## src/rtl/synth_pkg.sv

```systemverilog
// Shared synth-engine types: packer FSM states and the default signed voice sample.
package synth_pkg;

  localparam int DEFAULT_DATA_WIDTH = 32;

  typedef enum logic [1:0] {
    PK_IDLE    = 2'd0,
    PK_COLLECT = 2'd1,
    PK_EMIT    = 2'd2
  } packer_state_t;

  typedef logic signed [DEFAULT_DATA_WIDTH-1:0] voice_sample_t;

endpackage

```

## src/rtl/voice_frame_packer.sv

```systemverilog
// Gathers one sample per voice from the time-multiplexed engine and emits a
// flattened NUM_VOICES frame with a one-cycle frame_valid, once per sample_tick.
module voice_frame_packer
  import synth_pkg::*;
#(
  parameter int DATA_WIDTH = 32,
  parameter int NUM_VOICES = 8,
  parameter int MISS_W     = 8,
  localparam int IDX_W     = $clog2(NUM_VOICES)
) (
  input  logic                         clk,
  input  logic                         rst_n,
  input  logic                         sample_tick,
  output logic                         voice_req,
  input  logic                         voice_valid,
  output logic                         voice_ready,
  input  logic [IDX_W-1:0]             voice_idx,
  input  logic [DATA_WIDTH-1:0]        voice_sample,
  output logic [DATA_WIDTH*NUM_VOICES-1:0] voice_out_flat,
  output logic                         frame_valid,
  output logic                         dup_err,
  output logic [MISS_W-1:0]            miss_count,
  input  logic                         err_clr,
  output logic [1:0]                   state_dbg
);

  // Handshake: a sample transfers on a rising edge where voice_valid && voice_ready.
  // voice_ready decodes the registered state only; the producer holds idx/sample
  // stable while voice_valid && !voice_ready.

  packer_state_t               state_q, state_d;
  logic [NUM_VOICES-1:0]       mask_q, mask_hit, mask_next;
  logic [DATA_WIDTH-1:0]       buf_q [NUM_VOICES];
  logic                        pending_q;
  logic                        accept, start_frame, leave_emit, miss_inc, set_pend;

  assign state_dbg = state_q;

  always_ff @(posedge clk or negedge rst_n) begin
    if (!rst_n) state_q <= PK_IDLE;
    else        state_q <= state_d;
  end

  always_comb begin
    state_d     = state_q;
    voice_ready = 1'b0;
    accept      = 1'b0;
    start_frame = 1'b0;
    leave_emit  = 1'b0;
    miss_inc    = 1'b0;
    set_pend    = 1'b0;
    mask_hit    = NUM_VOICES'(1) << voice_idx;
    mask_next   = mask_q;
    case (state_q)
      PK_IDLE: begin
        if (sample_tick) begin
          start_frame = 1'b1;
          state_d     = PK_COLLECT;
        end
      end
      PK_COLLECT: begin
        voice_ready = 1'b1;
        accept      = voice_valid;
        if (accept) mask_next = mask_q | mask_hit;
        if (&mask_next) state_d = PK_EMIT;
        // A tick here always starts the next frame after EMIT, even when the
        // current frame happened to complete in the same cycle.
        if (sample_tick) begin
          state_d  = PK_EMIT;
          set_pend = 1'b1;
          miss_inc = ~(&mask_next);
        end
      end
      PK_EMIT: begin
        leave_emit = 1'b1;
        if (pending_q || sample_tick) begin
          start_frame = 1'b1;
          state_d     = PK_COLLECT;
        end else begin
          state_d = PK_IDLE;
        end
      end
      default: state_d = PK_IDLE;
    endcase
  end

  always_ff @(posedge clk or negedge rst_n) begin
    if (!rst_n) begin
      mask_q         <= '0;
      pending_q      <= 1'b0;
      voice_req      <= 1'b0;
      frame_valid    <= 1'b0;
      voice_out_flat <= '0;
      dup_err        <= 1'b0;
      miss_count     <= '0;
      for (int i = 0; i < NUM_VOICES; i++) buf_q[i] <= '0;
    end else begin
      voice_req   <= start_frame;
      frame_valid <= leave_emit;
      if (leave_emit) begin
        for (int i = 0; i < NUM_VOICES; i++)
          voice_out_flat[i*DATA_WIDTH +: DATA_WIDTH] <= buf_q[i];
      end
      if (start_frame) begin
        mask_q    <= '0;
        pending_q <= 1'b0;
        for (int i = 0; i < NUM_VOICES; i++) buf_q[i] <= '0;
      end else if (accept) begin
        mask_q         <= mask_next;
        buf_q[voice_idx] <= voice_sample;
      end
      if (set_pend) pending_q <= 1'b1;
      if (err_clr) begin
        dup_err    <= 1'b0;
        miss_count <= '0;
      end else begin
        if (accept && |(mask_q & mask_hit)) dup_err <= 1'b1;
        if (miss_inc && miss_count != '1) miss_count <= miss_count + MISS_W'(1);
      end
    end
  end

endmodule

```

## config.mk

```make
export PLATFORM = sky130hd
export DESIGN_NAME = voice_frame_packer
export DESIGN_NICKNAME = d
export VERILOG_FILES = /design/src/rtl/synth_pkg.sv /design/src/rtl/voice_frame_packer.sv
export SDC_FILE = /design/constraint.sdc
export NUM_CORES = 1
export LEC_CHECK = 0
export ABC_CLOCK_PERIOD_IN_PS = 3000
export BUFFER_PORTS_ARGS = -buffer_cell sky130_fd_sc_hd__buf_2
export CAP_MARGIN = 5
export CORE_AREA = 2 2 188 190
export CTS_CLUSTER_SIZE = 25
export DETAILED_ROUTE_END_ITERATION = 10
export DIE_AREA = 0 0 190 192
export PLACE_DENSITY = 0.9
export SLEW_MARGIN = 25
export SYNTH_ARGS = -nofsm -noshare
export SYNTH_HDL_FRONTEND = slang
export SYNTH_SLANG_ARGS = --single-unit
```

## constraint.sdc

```tcl
create_clock -name clk -period 3 [get_ports clk]
set_input_delay 0.3 -clock clk [delete_from_list [all_inputs] [get_ports clk]]
set_output_delay 0.3 -clock clk [all_outputs]
set_load 0.01 [all_outputs]
```

==> results.sh <==
export IMPL_status="finished clean"
export IMPL_numPortBuffers=309
export IMPL_utilization_pct=71.8
export IMPL_grt_max_degree=80
export IMPL_slew_headroom_pct=52.9
export IMPL_cp_start_kind="flop"
export IMPL_wl_mm=53.6
export IMPL_syn_nets=1852
export IMPL_post_cts_resized=0
export IMPL_met2_usage_pct=48.3
export IMPL_slew_viol_final=0
export IMPL_hold_path_depth=3
export IMPL_row_count=68
export IMPL_syn_area_sq_mm=0.0208
export IMPL_drtPass1Iterations=6
export IMPL_grt_pass1_vias=15100
export IMPL_cap_violations=0
export IMPL_cts_num_sinks=534
export IMPL_cp_arrival_ns=2.75
export IMPL_setup_violations_final=0
export IMPL_post_route_min_period_ns=2.35
export IMPL_async_reset_ff_share_pct=100
export IMPL_power_clock_fraction_pct=36.2
export IMPL_fin_skew_ns=0.0171
export IMPL_multi_input_area_sq_mm=0.00677
export IMPL_path_class="reg -> reg"
export IMPL_worst_slew_pin_slew_ns=0.707
export IMPL_cp_max_fo=65
export IMPL_syn_area_per_cell_sq_um=11.5
export IMPL_drive_gt1_share_pct=33.4
export IMPL_postCtsSetupBuffers=0
export IMPL_slowest_delay_ns=0.56
export IMPL_fmaxAchievable_mhz=425
export IMPL_worstSetupEndpointType="flop"
export IMPL_regArea_sq_mm=0.0134
export IMPL_p_leak_nw=12.5
export IMPL_grt_pass1_wl_mm=84.0
export IMPL_pwr_share_seq_pct=46.0
export IMPL_cts_made_buffers=52
export IMPL_switchingPower_w=0.00534
export IMPL_cts_htree_levels=2
export IMPL_nFillCells=2237
export IMPL_min_delay_path_class="in -> reg"
export IMPL_place_congestion=0.825
export IMPL_antennaDiodeCount=0
export IMPL_finalHoldViolCount=0
export IMPL_crit_chain="and2b_1 > nand3_1 > nor3_2 > buf_4 > o21ai_0"
export IMPL_ir_drop_mv=0.518
export IMPL_met3_usage_pct=6.74
export IMPL_fin_crit_sh_pct=78.4
export IMPL_num_io_pins=310
export IMPL_yosysWarnings=0
export IMPL_grt_busiest_layer="met2"
export IMPL_drc=0
export IMPL_yosysTopAreaCell="dfrtp_1"
export IMPL_initial_core_util_pct=60.7
export IMPL_critPathSlowestCell="buf_4"
export IMPL_fp_coreArea_sq_mm=0.0343
export IMPL_die_width_microns=190
export IMPL_cts_root_buf="clkbuf_16"
export IMPL_fp_dieH_microns=192
export IMPL_grt_setup_unrepaired="false"
export IMPL_synth_cell_types=44
export IMPL_cts_tree="yes"
export IMPL_antenna_found_initial=0
export IMPL_synth_area_leaders="dfrtp_1 (64%), mux2_2 (14%), nand2_1 (9.3%)"
export IMPL_seq_area_frac_synth_pct=64.2
export IMPL_use_met1_pct=38.9
export IMPL_fin_tns_setup_ns=0
export IMPL_p_per_area_mw_per_mm2=773
export IMPL_clk_insertion_delay_late_ns=0.57
export IMPL_dpl_hpwl_mm=34.0
export IMPL_syn_inst=1811
export IMPL_vias=14700
export IMPL_cts_clk_slew_worst_paths_ns=0.06
export IMPL_ys_flop_type="dfrtp_1"
export IMPL_required_ns=3.40
export IMPL_final_antenna_net_count=0
export IMPL_syn_to_final_growth_pct=18.2
export IMPL_netlist_area_leader_share_pct=64.2
export IMPL_fin_nets=2102
export IMPL_power_internal_w=0.0137
export IMPL_drtIter0Drc=1278
export IMPL_r2r_cells=5
export IMPL_p_sw_share_pct=28.0
export IMPL_via_per_inst=5.75
export IMPL_total_power_w=0.0190
export IMPL_wire_per_inst_microns=21.0
export IMPL_synth_seq_cells=534
export IMPL_synth_edf_count=0
export IMPL_combPwrFrac_pct=17.7
export IMPL_dieArea_sq_mm=0.0365
export IMPL_grt_overflow_total=0
export IMPL_track_usage_pct=29.7
export IMPL_clockBufferDepth=3
-- synthesized netlist by cell type (3+ instances only) --
library cell    n
buf_2          35
o21ai_1         3
clkbuf_1       82
mux2i_1         4
nand2b_1        3
buf_4          29
inv_1           4
buf_1           3
mux2_2        256
and2_1          3
nand2_1       518
o21ai_0       263
dfrtp_1       534
nor2_1         23
a21oi_1         8
nand3_1         4
or3_1           3
-- per-layer routing --
| layer | vias to the layer above | share of wire, % |
|---|---|---|
| met1 | 7404 | 39 |
| li1 | 6493 | - |
| met4 | 0 | 3.7 |
| met5 | - | 0 |
| met3 | 136 | 8.5 |
| met2 | 651 | 49 |
-- through the flow --
step / setup WS [ns] / area (sq um) / hold WS, ns / cells
finish: 0.648 / 24600 / 0.0802 / 2555
global route: 0.491 / 24600 / 0.0730 / 2555
CTS: 0.671 / 24600 / 0.0605 / 2555
detailed placement: 0.768 / 22700 / 0.354 / 2459
global placement: 0.876 / 22700 / 0.348 / 2459
floorplan: 1.18 / 20800 / 0.00441 / 1811
-- cells by family after synthesis --
family,share of synthesized area (%)
multiplexers,14.2
AO/OA/AOI/OAI,7.29
adder cells (fa/ha/maj),0.0601
AND/OR/NAND/NOR,10.7
flip-flops,64.2
buffers and inverters,3.58
XOR/XNOR,0.0421
-- final cells by class --
type / instances / area share [%]
repair buffers: 346 / 8.30
multi-input cells: 1121 / 27.5
clock inverters: 10 / 0.666
well taps: 455 / 2.31
inverters: 6 / 0.0915
flip-flops and latches: 534 / 54.3
clock buffers: 83 / 6.82
-- power groups by stage --
stage	sequential (W)	combinational [W]	clock, W
after floorplan	0.00902	0.00161	0
after global placement	0.00877	0.00324	0
after detailed placement	0.00885	0.00335	0
after CTS	0.00875	0.00338	0.00697
after global routing	0.00885	0.00362	0.00727
final	0.00876	0.00338	0.00690
-- sequential cells by signal (all words and copies together) (netlist names) --
| name | flops |
|---|---|
| buf_q | 256 |
| dup_err | 1 |
| frame_valid | 1 |
| mask_q | 8 |
| miss_count | 8 |
| pending_q | 1 |
| state_dbg | 2 |
| voice_out_flat | 256 |
| voice_req | 1 |
-- worst paths after layout --
kind                                                         to                       startpoint  slack, ns
worst max-delay path                     buf_q[197]$_DFFE_PN0P_         state_dbg[1]$_DFFE_PN0P_       0.65
worst min-delay path                     buf_q[246]$_DFFE_PN0P_                 voice_sample[22]       0.08
worst max register to register           buf_q[197]$_DFFE_PN0P_         state_dbg[1]$_DFFE_PN0P_       0.65
worst min register to register  voice_out_flat[110]$_DFFE_PN0P_  voice_out_flat[110]$_DFFE_PN0P_       0.50
max in group asynchronous                buf_q[157]$_DFFE_PN0P_                            rst_n       1.65
min in group asynchronous       voice_out_flat[180]$_DFFE_PN0P_                            rst_n       0.32
-- cell usage in the layout, fill, tap and decap left out, types with 3 or more instances in the layout --
cell type and count:
nand2_1 518, mux2i_1 4, nor2_1 17, inv_1 4, dlygate4sd3_1 3, nand2b_1 3, buf_4 18, clkbuf_16 53
dfrtp_1 534, clkbuf_8 24, nor2_4 6, inv_6 3, nand3_1 4, buf_2 308, and2_1 3, or3_1 3
mux2_2 256, o21ai_0 263, buf_12 16, o21ai_1 3, a21oi_1 8, clkbuf_1 6, bufinv_16 4
-- repair_timing --
| action | in CTS | in global routing |
|---|---|---|
| endpoints found under the setup margin | 0 | 0 |
| hold buffers | 3 | 0 |
| hold endpoints to repair | 73 | 0 |
-- critical path: cells and delay by family, from the launching register on --
| family | cells | cell delay (ns) |
|---|---|---|
| and+or+nand+nor | 3 | 0.93 |
| AOI/OAI and AO/OA | 1 | 0.24 |
| buffers and inverters | 1 | 0.56 |
| DFF | 1 | 0.44 |
No activity file was read; power rests on OpenSTA's default activity.
